<file path="src/rtl/spi_boot_master.sv">
// Single-lane mode-0 SPI master: command, optional address, dummy cycles and a
// 32-bit data phase per request, with one response pulse per transaction.
module spi_boot_master #(
  parameter int CLK_DIV = 4
) (
  input  logic        clk,
  input  logic        rst,
  input  logic        cmd_valid,
  output logic        cmd_ready,
  input  logic [7:0]  cmd_op,
  input  logic        cmd_has_addr,
  input  logic [31:0] cmd_addr,
  input  logic [5:0]  cmd_dummy,
  input  logic        cmd_is_read,
  input  logic [31:0] cmd_wdata,
  output logic        rsp_valid,
  output logic [31:0] rsp_rdata,
  output logic        spi_clk_o,
  output logic        spi_cs_o,
  output logic        spi_sdo_o,
  input  logic        spi_sdi_i
);
  localparam int DW = (CLK_DIV > 1) ? $clog2(CLK_DIV) : 1;
  localparam logic [DW-1:0] DIV_LAST = DW'(CLK_DIV - 1);

  typedef enum logic [2:0] {IDLE, SETUP, CMD, ADDR, DUMMY, DATA, HOLD, GAP} state_t;

  state_t        state_reg;
  logic [DW-1:0] div_reg;
  logic [7:0]    bit_reg;      // bits left in the current phase, minus one
  logic [31:0]   tx_reg;       // MSB is the bit currently on MOSI
  logic [31:0]   rx_reg;
  logic [31:0]   addr_reg;
  logic [31:0]   wdata_reg;
  logic [5:0]    dummy_reg;
  logic          has_addr_reg;
  logic          is_read_reg;
  logic          tick;

  state_t        nxt_state;
  logic [7:0]    nxt_bits;
  logic [31:0]   nxt_tx;

  assign tick = (div_reg == DIV_LAST);

  // Phase that follows the current one once its last bit has been shifted out.
  always_comb begin
    nxt_state = DATA;
    nxt_bits  = 8'd31;
    nxt_tx    = is_read_reg ? 32'd0 : wdata_reg;
    case (state_reg)
      CMD: begin
        if (has_addr_reg) begin
          nxt_state = ADDR;
          nxt_tx    = addr_reg;
        end else if (dummy_reg != 6'd0) begin
          nxt_state = DUMMY;
          nxt_bits  = {2'b00, dummy_reg} - 8'd1;
          nxt_tx    = 32'd0;
        end
      end
      ADDR: begin
        if (dummy_reg != 6'd0) begin
          nxt_state = DUMMY;
          nxt_bits  = {2'b00, dummy_reg} - 8'd1;
          nxt_tx    = 32'd0;
        end
      end
      DATA: begin
        nxt_state = HOLD;
        nxt_tx    = 32'd0;
      end
      default: ;
    endcase
  end

  always_ff @(posedge clk) begin
    if (rst) begin
      state_reg    <= IDLE;
      cmd_ready    <= 1'b1;
      rsp_valid    <= 1'b0;
      rsp_rdata    <= 32'd0;
      spi_clk_o    <= 1'b0;
      spi_cs_o     <= 1'b1;
      spi_sdo_o    <= 1'b0;
      div_reg      <= '0;
      bit_reg      <= 8'd0;
      tx_reg       <= 32'd0;
      rx_reg       <= 32'd0;
      addr_reg     <= 32'd0;
      wdata_reg    <= 32'd0;
      dummy_reg    <= 6'd0;
      has_addr_reg <= 1'b0;
      is_read_reg  <= 1'b0;
    end else begin
      rsp_valid <= 1'b0;
      div_reg   <= tick ? '0 : div_reg + 1'b1;
      case (state_reg)
        IDLE: begin
          div_reg <= '0;
          if (cmd_valid && cmd_ready) begin
            cmd_ready    <= 1'b0;
            spi_cs_o     <= 1'b0;
            spi_sdo_o    <= cmd_op[7];
            tx_reg       <= {cmd_op, 24'd0};
            bit_reg      <= 8'd7;
            rx_reg       <= 32'd0;
            addr_reg     <= cmd_addr;
            wdata_reg    <= cmd_wdata;
            dummy_reg    <= cmd_dummy;
            has_addr_reg <= cmd_has_addr;
            is_read_reg  <= cmd_is_read;
            state_reg    <= SETUP;
          end
        end
        SETUP: begin
          if (tick) state_reg <= CMD;
        end
        CMD, ADDR, DUMMY, DATA: begin
          if (tick) begin
            if (!spi_clk_o) begin
              spi_clk_o <= 1'b1;
              if (state_reg == DATA && is_read_reg) rx_reg <= {rx_reg[30:0], spi_sdi_i};
            end else begin
              spi_clk_o <= 1'b0;
              if (bit_reg != 8'd0) begin
                bit_reg   <= bit_reg - 8'd1;
                tx_reg    <= {tx_reg[30:0], 1'b0};
                spi_sdo_o <= tx_reg[30];
              end else begin
                state_reg <= nxt_state;
                bit_reg   <= nxt_bits;
                tx_reg    <= nxt_tx;
                spi_sdo_o <= nxt_tx[31];
              end
            end
          end
        end
        HOLD: begin
          if (tick) begin
            spi_cs_o  <= 1'b1;
            rsp_valid <= 1'b1;
            rsp_rdata <= is_read_reg ? rx_reg : 32'd0;
            state_reg <= GAP;
          end
        end
        GAP: begin
          if (tick) begin
            cmd_ready <= 1'b1;
            state_reg <= IDLE;
          end
        end
        default: state_reg <= IDLE;
      endcase
    end
  end
endmodule

</file>
<file path="config.mk">
export PLATFORM = sky130hd
export DESIGN_NAME = spi_boot_master
export DESIGN_NICKNAME = d
export VERILOG_FILES = /design/src/rtl/spi_boot_master.sv
export SDC_FILE = /design/constraint.sdc
export NUM_CORES = 1
export LEC_CHECK = 0
export ABC_CLOCK_PERIOD_IN_PS = 4740
export CAP_MARGIN = 20
export CELL_PAD_IN_SITES_DETAIL_PLACEMENT = 0
export CELL_PAD_IN_SITES_GLOBAL_PLACEMENT = 1
export CORE_ASPECT_RATIO = 2
export CORE_MARGIN = 5
export CORE_UTILIZATION = 43
export DETAILED_ROUTE_END_ITERATION = 6
export MAX_ROUTING_LAYER = met4
export PLACE_DENSITY = 0.9
export SETUP_SLACK_MARGIN = 0.1
export SLEW_MARGIN = 0
export SYNTH_ARGS = -nofsm -noshare
export SYNTH_HDL_FRONTEND = slang
export SYNTH_SLANG_ARGS = --single-unit
</file>
<file path="constraint.sdc">
create_clock -name clk -period 4.74 [get_ports clk]
set_clock_uncertainty 0.05 [all_clocks]
set_input_delay 0.948 -clock clk [delete_from_list [all_inputs] [get_ports clk]]
set_output_delay 0.948 -clock clk [all_outputs]
set_load 0.1 [all_outputs]
</file>
Yosys cells after proc, flatten, opt, wreduce, memory -nomap -nowiden
Index checks and enable logic that the tools add are counted.
- register bits after elaboration: 185
- output and inout bits: 37
- add/sub/neg operators: 3
- equality and inequality tests: 17
- multiplexer cells: 45
- bitwise operators: 1
- reductions and logical operators: 19
- operators with widths (kind ; count):
    two-way mux 32 bit ; 8
    two-way mux 31 bit ; 4
    one-hot mux 32 bit (3 select lines) ; 1
    one-hot mux 32 bit (2 select lines) ; 1
    one-hot mux 31 bit (2 select lines) ; 1
    two-way mux 8 bit ; 6
    one-hot mux 8 bit (2 select lines) ; 2
    two-way mux 3 bit ; 8
    inequality test 2 bit (second input constant) ; 9
    one-hot mux 3 bit (5 select lines) ; 1
    == test 3 bit (second input constant) ; 4
    two-way mux 1 bit ; 9
    one-hot mux 3 bit (3 select lines) ; 1
    nonzero test 8 bit ; 1
    subtractor 8 x 1 -> 8 bit (second input constant) ; 1
    AND reduction 7 bit ; 1
    subtractor 6 x 1 -> 7 bit (second input constant) ; 1
    == test 3 x 2 -> 1 bit (second input constant) ; 2
    one-hot mux 1 bit (2 select lines) ; 3
    AND reduction 2 bit ; 3
    AND reduction 3 bit ; 2
    nonzero test 2 bit ; 3
    nonzero test 6 bit ; 1
    AND reduction 5 bit ; 1
    10 further kinds ; 11

Depth between registers and ports, before layout
- depth after elaboration: 8
- mapped depth: 9
- depth with buffers taken out: 6

Worst setup path before layout
No wires, ideal clock.
- path type: reg-to-reg
- start: reg state_reg[2]
- end: reg bit_reg[4]
- setup time: 0.117 ns
- arrival time: 2.267 ns
- slack: 2.306 ns
- stages on the path, launching flop included: 9
- buffers on the path: 2
- clock period less this slack: 2.434 ns
- cells stage by stage: dfxtp_1 buf_2 inv_1 ha_1 or4b_1 a21oi_2 nor2_1 buf_2 a32o_1
- longest elaborated chain between the ends: 6
- elaborated cells on any way between the ends: 16
- classes of those cells: 7 x eq/ne; 5 x mux; 4 x reduce/logical
- RTL lines (what ; line ; text):
    from (decl) ; 28 ; state_t state_reg;
    from (signal assigned) ; 131 ; state_reg <= nxt_state;
    == test 3 x 2 -> 1 bit ; 51, 98 ;
    one-hot mux 8 bit (2 select lines) ; 51 ; case (state_reg)
    two-way mux 8 bit ; 126 ; if (bit_reg != 8'd0) begin
    two-way mux 8 bit ; 121 ; if (!spi_clk_o) begin
    two-way mux 8 bit ; 120 ; if (tick) begin
    one-hot mux 8 bit (2 select lines) ; 98 ; case (state_reg)
    to (signal assigned) ; 127 ; bit_reg <= bit_reg - 8'd1;
    to (signal assigned) ; 132 ; bit_reg <= nxt_bits;
    to (decl) ; 30 ; logic [7:0] bit_reg;
Several ways; a longest one is shown, not always the timed one. The select of a mux whose other input is x is not followed.
A chain may end at the register's enable or synchronous reset.

Worst setup path after layout
- start: reg state_reg[2]
- end: reg tx_reg[24]
- longest elaborated chain between the ends: 6
- elaborated cells on any way between the ends: 16
- classes of those cells: 7 x eq/ne; 5 x mux; 4 x reduce/logical
- RTL lines (what ; line ; text):
    == test 3 bit / == test 3 x 2 -> 1 bit (equally long branches) ; 51, 98 ;
    one-hot mux 32 bit (3 select lines) ; 51 ;
    two-way mux 31 bit ; 126 ;
    two-way mux 31 bit ; 121 ;
    two-way mux 31 bit ; 120 ;
    one-hot mux 31 bit (2 select lines) ; 98 ;
    to (signal assigned) ; 105 ; tx_reg <= {cmd_op, 24'd0};
    to (signal assigned) ; 128 ; tx_reg <= {tx_reg[30:0], 1'b0};
    to (signal assigned) ; 133 ; tx_reg <= nxt_tx;
    to (decl) ; 31 ; logic [31:0] tx_reg;
Several ways; a longest one is shown, not always the timed one. The select of a mux whose other input is x is not followed.

==> impl.org <==
** STA
- Of the available clock period, the critical path in the final layout requires 0.704.
- At the pin with the least slew margin, the transition time is 0.998 ns.
- Slew Limit Fails :: 0
- Worst slew margin :: 0.333
- F_max :: 300 MHz
- Setup repair after global routing missed its margin :: no
- For the final routed database, the setup TNS stands at 0 ns.
- Hold Violations, Final :: 0
- Setup violations remaining at the end of the flow were counted as 0.
- Across all hold checks on the routed design, the worst slack comes to 0.382 ns.
- Period minus WS final :: 3.34 ns

** Finish
- Post-route cell area :: 0.00971 mm²
- Share of cells above drive strength 1 :: 0.0711
- For this run, the post-layout net count is 1061.
- Leaving out fill and tap cells, the most frequent cells in the layout are 185 x dfxtp_1, 153 x nand2_1, 119 x clkdlybuf4s50_1, 115 x a21oi_1, 66 x o21ai_0.
- ANT cells :: 0
- Layout Cells excl Fill :: 1197
- Layout-stage area growth over the synthesis result :: 25.6%
- The library cell used most frequently in the layout, excluding fill and tap cells, is dfxtp_1.

** Place
- Once placement completed, the tool counted placed cells totaling 1164.
- Dpl hpwl :: 13600 µm
- Instance area at placement :: 0.00904 mm²
- Input and output buffers added on the ports amount to 120.
- Routability-driven placement finished with a final weighted congestion of 0.898.

** Worst setup path
- Broken down by cell family, the worst path's largest delay share belongs to adder cells.
- The critical path ends at tx_reg[24].
- In this run the number of cells on the critical path is 7.
- STA puts the critical path data arrival time at 3.61 ns.
- The startpoint identified for the worst register-to-register timing path is state_reg[2].
- STA classifies the critical path endpoint as a flip-flop.
- Among all stages on the critical path, the largest delay is contributed by ha_1.
- Along the worst path, the maximum fanout reaches 32.
- The critical path starts at state_reg[2].
- Cell Chain, Critical Path :: inv_1 > ha_1 > or4b_1 > a21oi_2 > nor2_2 > buf_4 > a32o_1
- The critical path is of the flip-flop to flip-flop type.
- Critical path data required time :: 5.01 ns
- Setup slack of the worst register-to-register path :: 1.40 ns
- Number of cells on the worst reg-to-reg path :: 7
- The number of buffers and inverters on the critical path is 2.
- Worst path max stage delay :: 0.81 ns
- Crit start category :: flip-flop
- Worst R2R End :: tx_reg[24]

** Drt
- Final ANT Viol Nets :: 0
- Across all layers, the routed design uses 6932 vias.
- First-pass detailed-route iteration total :: 4
- Summed over all layers, the routed wires come to 20300 µm.
- Dividing the detail-routed wire length by the instance count gives 17.0 µm.
- The detailed router finished its first iteration with 360 violations.
- For this run, design rule violations remaining after detail routing come to 0.
- Via/cell ratio :: 5.79

** Power
- Power spread over the standard cell area amounts to 500 mW/mm².
- Of the total power, combinational logic draws 0.303.
- Psw :: 1.73 mW
- The share of total power dissipated in sequential elements is 0.375.
- Leakage component of the power :: 3.41 nW
- Worst ir drop on vdd :: 0.260 mV
- Switching fraction of total power :: 0.356
- Of the total power, the clock network draws 0.322.
- Internal power comes to 3.13 mW.

** Floorplanning
- Vert. Die Dim :: 200 µm
- Die span in x :: 105 µm
- The floorplan has 69 rows.
- During I/O placement, the number of pins put on the boundary was 121.
- Die Outline Area :: 0.0209 mm²
- Core Footprint :: 0.0177 mm²
- The initial utilization of the core area, before any placement, comes to 0.437.

** Synthesis
- Most used flip-flop cell after synthesis :: dfxtp_1
- Counting flops with a built-in enable in the synthesized netlist gives 0.
- During synthesis, Yosys emitted a total of 0 warnings.
- Synthesis produced a netlist whose cell count is 894.
- For this run, asynchronously set or reset flops after synthesis account for 0.
- In this run the mean area of a mapped cell was 8.65 µm².
- Number of different library cells in the post-synthesis netlist :: 61
- Flop and latch count out of synthesis :: 185
- When the netlist entered floorplanning its net count stood at 984.
- Netlist area before placement :: 0.00773 mm²
- The share of the Yosys chip area taken by registers is 0.479.

** Clock network
- At the later pin of the worst-skew pair, clock insertion delay measures 0.43 ns.
- In this run, post-CTS hold repair placed 0 buffers.
- Maximum number of buffers from clock root to sink :: 2
- The H-tree was split into 4 levels.
- Count of instances resized after the clock tree is built :: 0
- The clock drives 185 sinks.
- TritonCTS created 17 clock buffers.
- After clock tree synthesis, the clock-pin slew on the worst setup and hold paths is 0.07 ns.
- Clock tree from TritonCTS :: done
- Once the clock tree was built, the setup fixing pass inserted 0 buffers.
- The cell sitting at the root of the clock tree is a clkbuf_16.

** Worst hold path
- The worst hold path belongs to the class flip-flop to flip-flop.

** Global route
- For this run, the total global-route usage over all layers was measured as 0.196.
- Entering global routing, the biggest net connects 74 pins.
- Via count of the first global-routing pass :: 6675
- Remaining global-route overflow :: 0
- The initial antenna violation count is 0.
- The first global-routing pass estimated 32600 µm of wire.

** Run status
- Status :: completed

** Job
- Max-cap violation count :: 0
## kinds of logic (layout without fill, tap and decap cells)
kind of cell    Yosys count  in the layout  synth area share
compound gates          321            321             0.277
simple gates            289            289             0.184
flops                   185            185             0.479
buf+inv                  88            178            0.0448
fa+ha+maj                 6              6           0.00971
xor+xnor                  4              4           0.00453
mux                       1              1           0.00129
## how the worst min path moves through the flow
stage | start | to | slack (ns) | cells past startpoint
2_1_floorplan | div_reg[0] | div_reg[0] | 0.36 | 1
3_3_place_gp | div_reg[0] | div_reg[0] | 0.37 | 1
3_5_place_dp | div_reg[0] | div_reg[0] | 0.38 | 1
4_1_cts | div_reg[0] | div_reg[0] | 0.39 | 1
5_1_grt | div_reg[0] | div_reg[0] | 0.40 | 1
6_report | div_reg[0] | div_reg[0] | 0.38 | 1
## per-stage QoR
| step | power (mW) | utilization | setup WS [ns] |
|---|---|---|---|
| CTS | 4.90 | 0.548 | 1.45 |
| floorplan | 2.89 | - | 2.31 |
| global route | 5.12 | 0.549 | 1.15 |
| detailed placement | 3.33 | 0.511 | 1.46 |
| finish | 4.86 | 0.549 | 1.40 |
| global placement | 3.32 | 0.511 | 1.47 |
## synthesized netlist by cell type, types with 3 or more instances
library cell	count	area, µm²
a2111oi_0	3	26.3
nor2_1	19	71.3
a2bb2oi_1	7	61.3
nand2_1	153	574
a211oi_1	4	30.0
a311oi_1	26	228
a22o_1	32	280
and2_1	32	200
nor3_1	9	45.0
ha_1	6	75.1
clkbuf_1	67	251
o2bb2ai_1	26	228
a21oi_1	115	576
a31oi_1	5	31.3
nor2b_1	8	50.1
o31ai_1	4	30.0
o22ai_1	3	18.8
a311o_1	6	60.1
inv_1	9	33.8
o21ai_0	66	330
nand3_1	4	20.0
a32o_1	9	90.1
dfxtp_1	185	3700
nand4_1	33	206
nor4_1	3	18.8
buf_2	7	35.0
nand2b_1	6	37.5
and3_1	3	18.8
buf_1	3	11.3
## area by class of cell
type                       count  area (µm²)
clock buffer                  21         470
clock inverter                11         184
multi-input combinational    621        3720
tap                          213         267
fill                        1635        7990
inverter                       9        33.8
timing repair buffer         137        1330
sequential                   185        3700
## power groups by stage
| stage | Clock (mW) | Combinational, mW | Sequential, mW |
|---|---|---|---|
| finish | 1.56 | 1.47 | 1.82 |
| global route | 1.66 | 1.62 | 1.84 |
| CTS | 1.60 | 1.48 | 1.82 |
| detailed placement | 0 | 1.47 | 1.86 |
| global placement | 0 | 1.47 | 1.86 |
| floorplan | 0 | 1.02 | 1.86 |
## per-layer routing
metal / vias to the layer above / wire [µm] / global-route usage
li1: 3417 / - / -
met1: 3297 / 7740 / 0.202
met2: 180 / 11100 / 0.364
met3: 38 / 845 / 0.0249
met4: 0 / 639 / 0.0910
met5: - / 0 / -
## worst reg2reg max path, delay by kind of cell, from the launching register on
family	cells	cell delay, ns
AO/OA/AOI/OAI	2	0.57
adder cells (fa/ha/maj)	1	0.81
buffers and inverters	2	0.46
flip-flops	1	0.71
AND/OR/NAND/NOR	2	0.64
(Power assumes the default switching activity.)
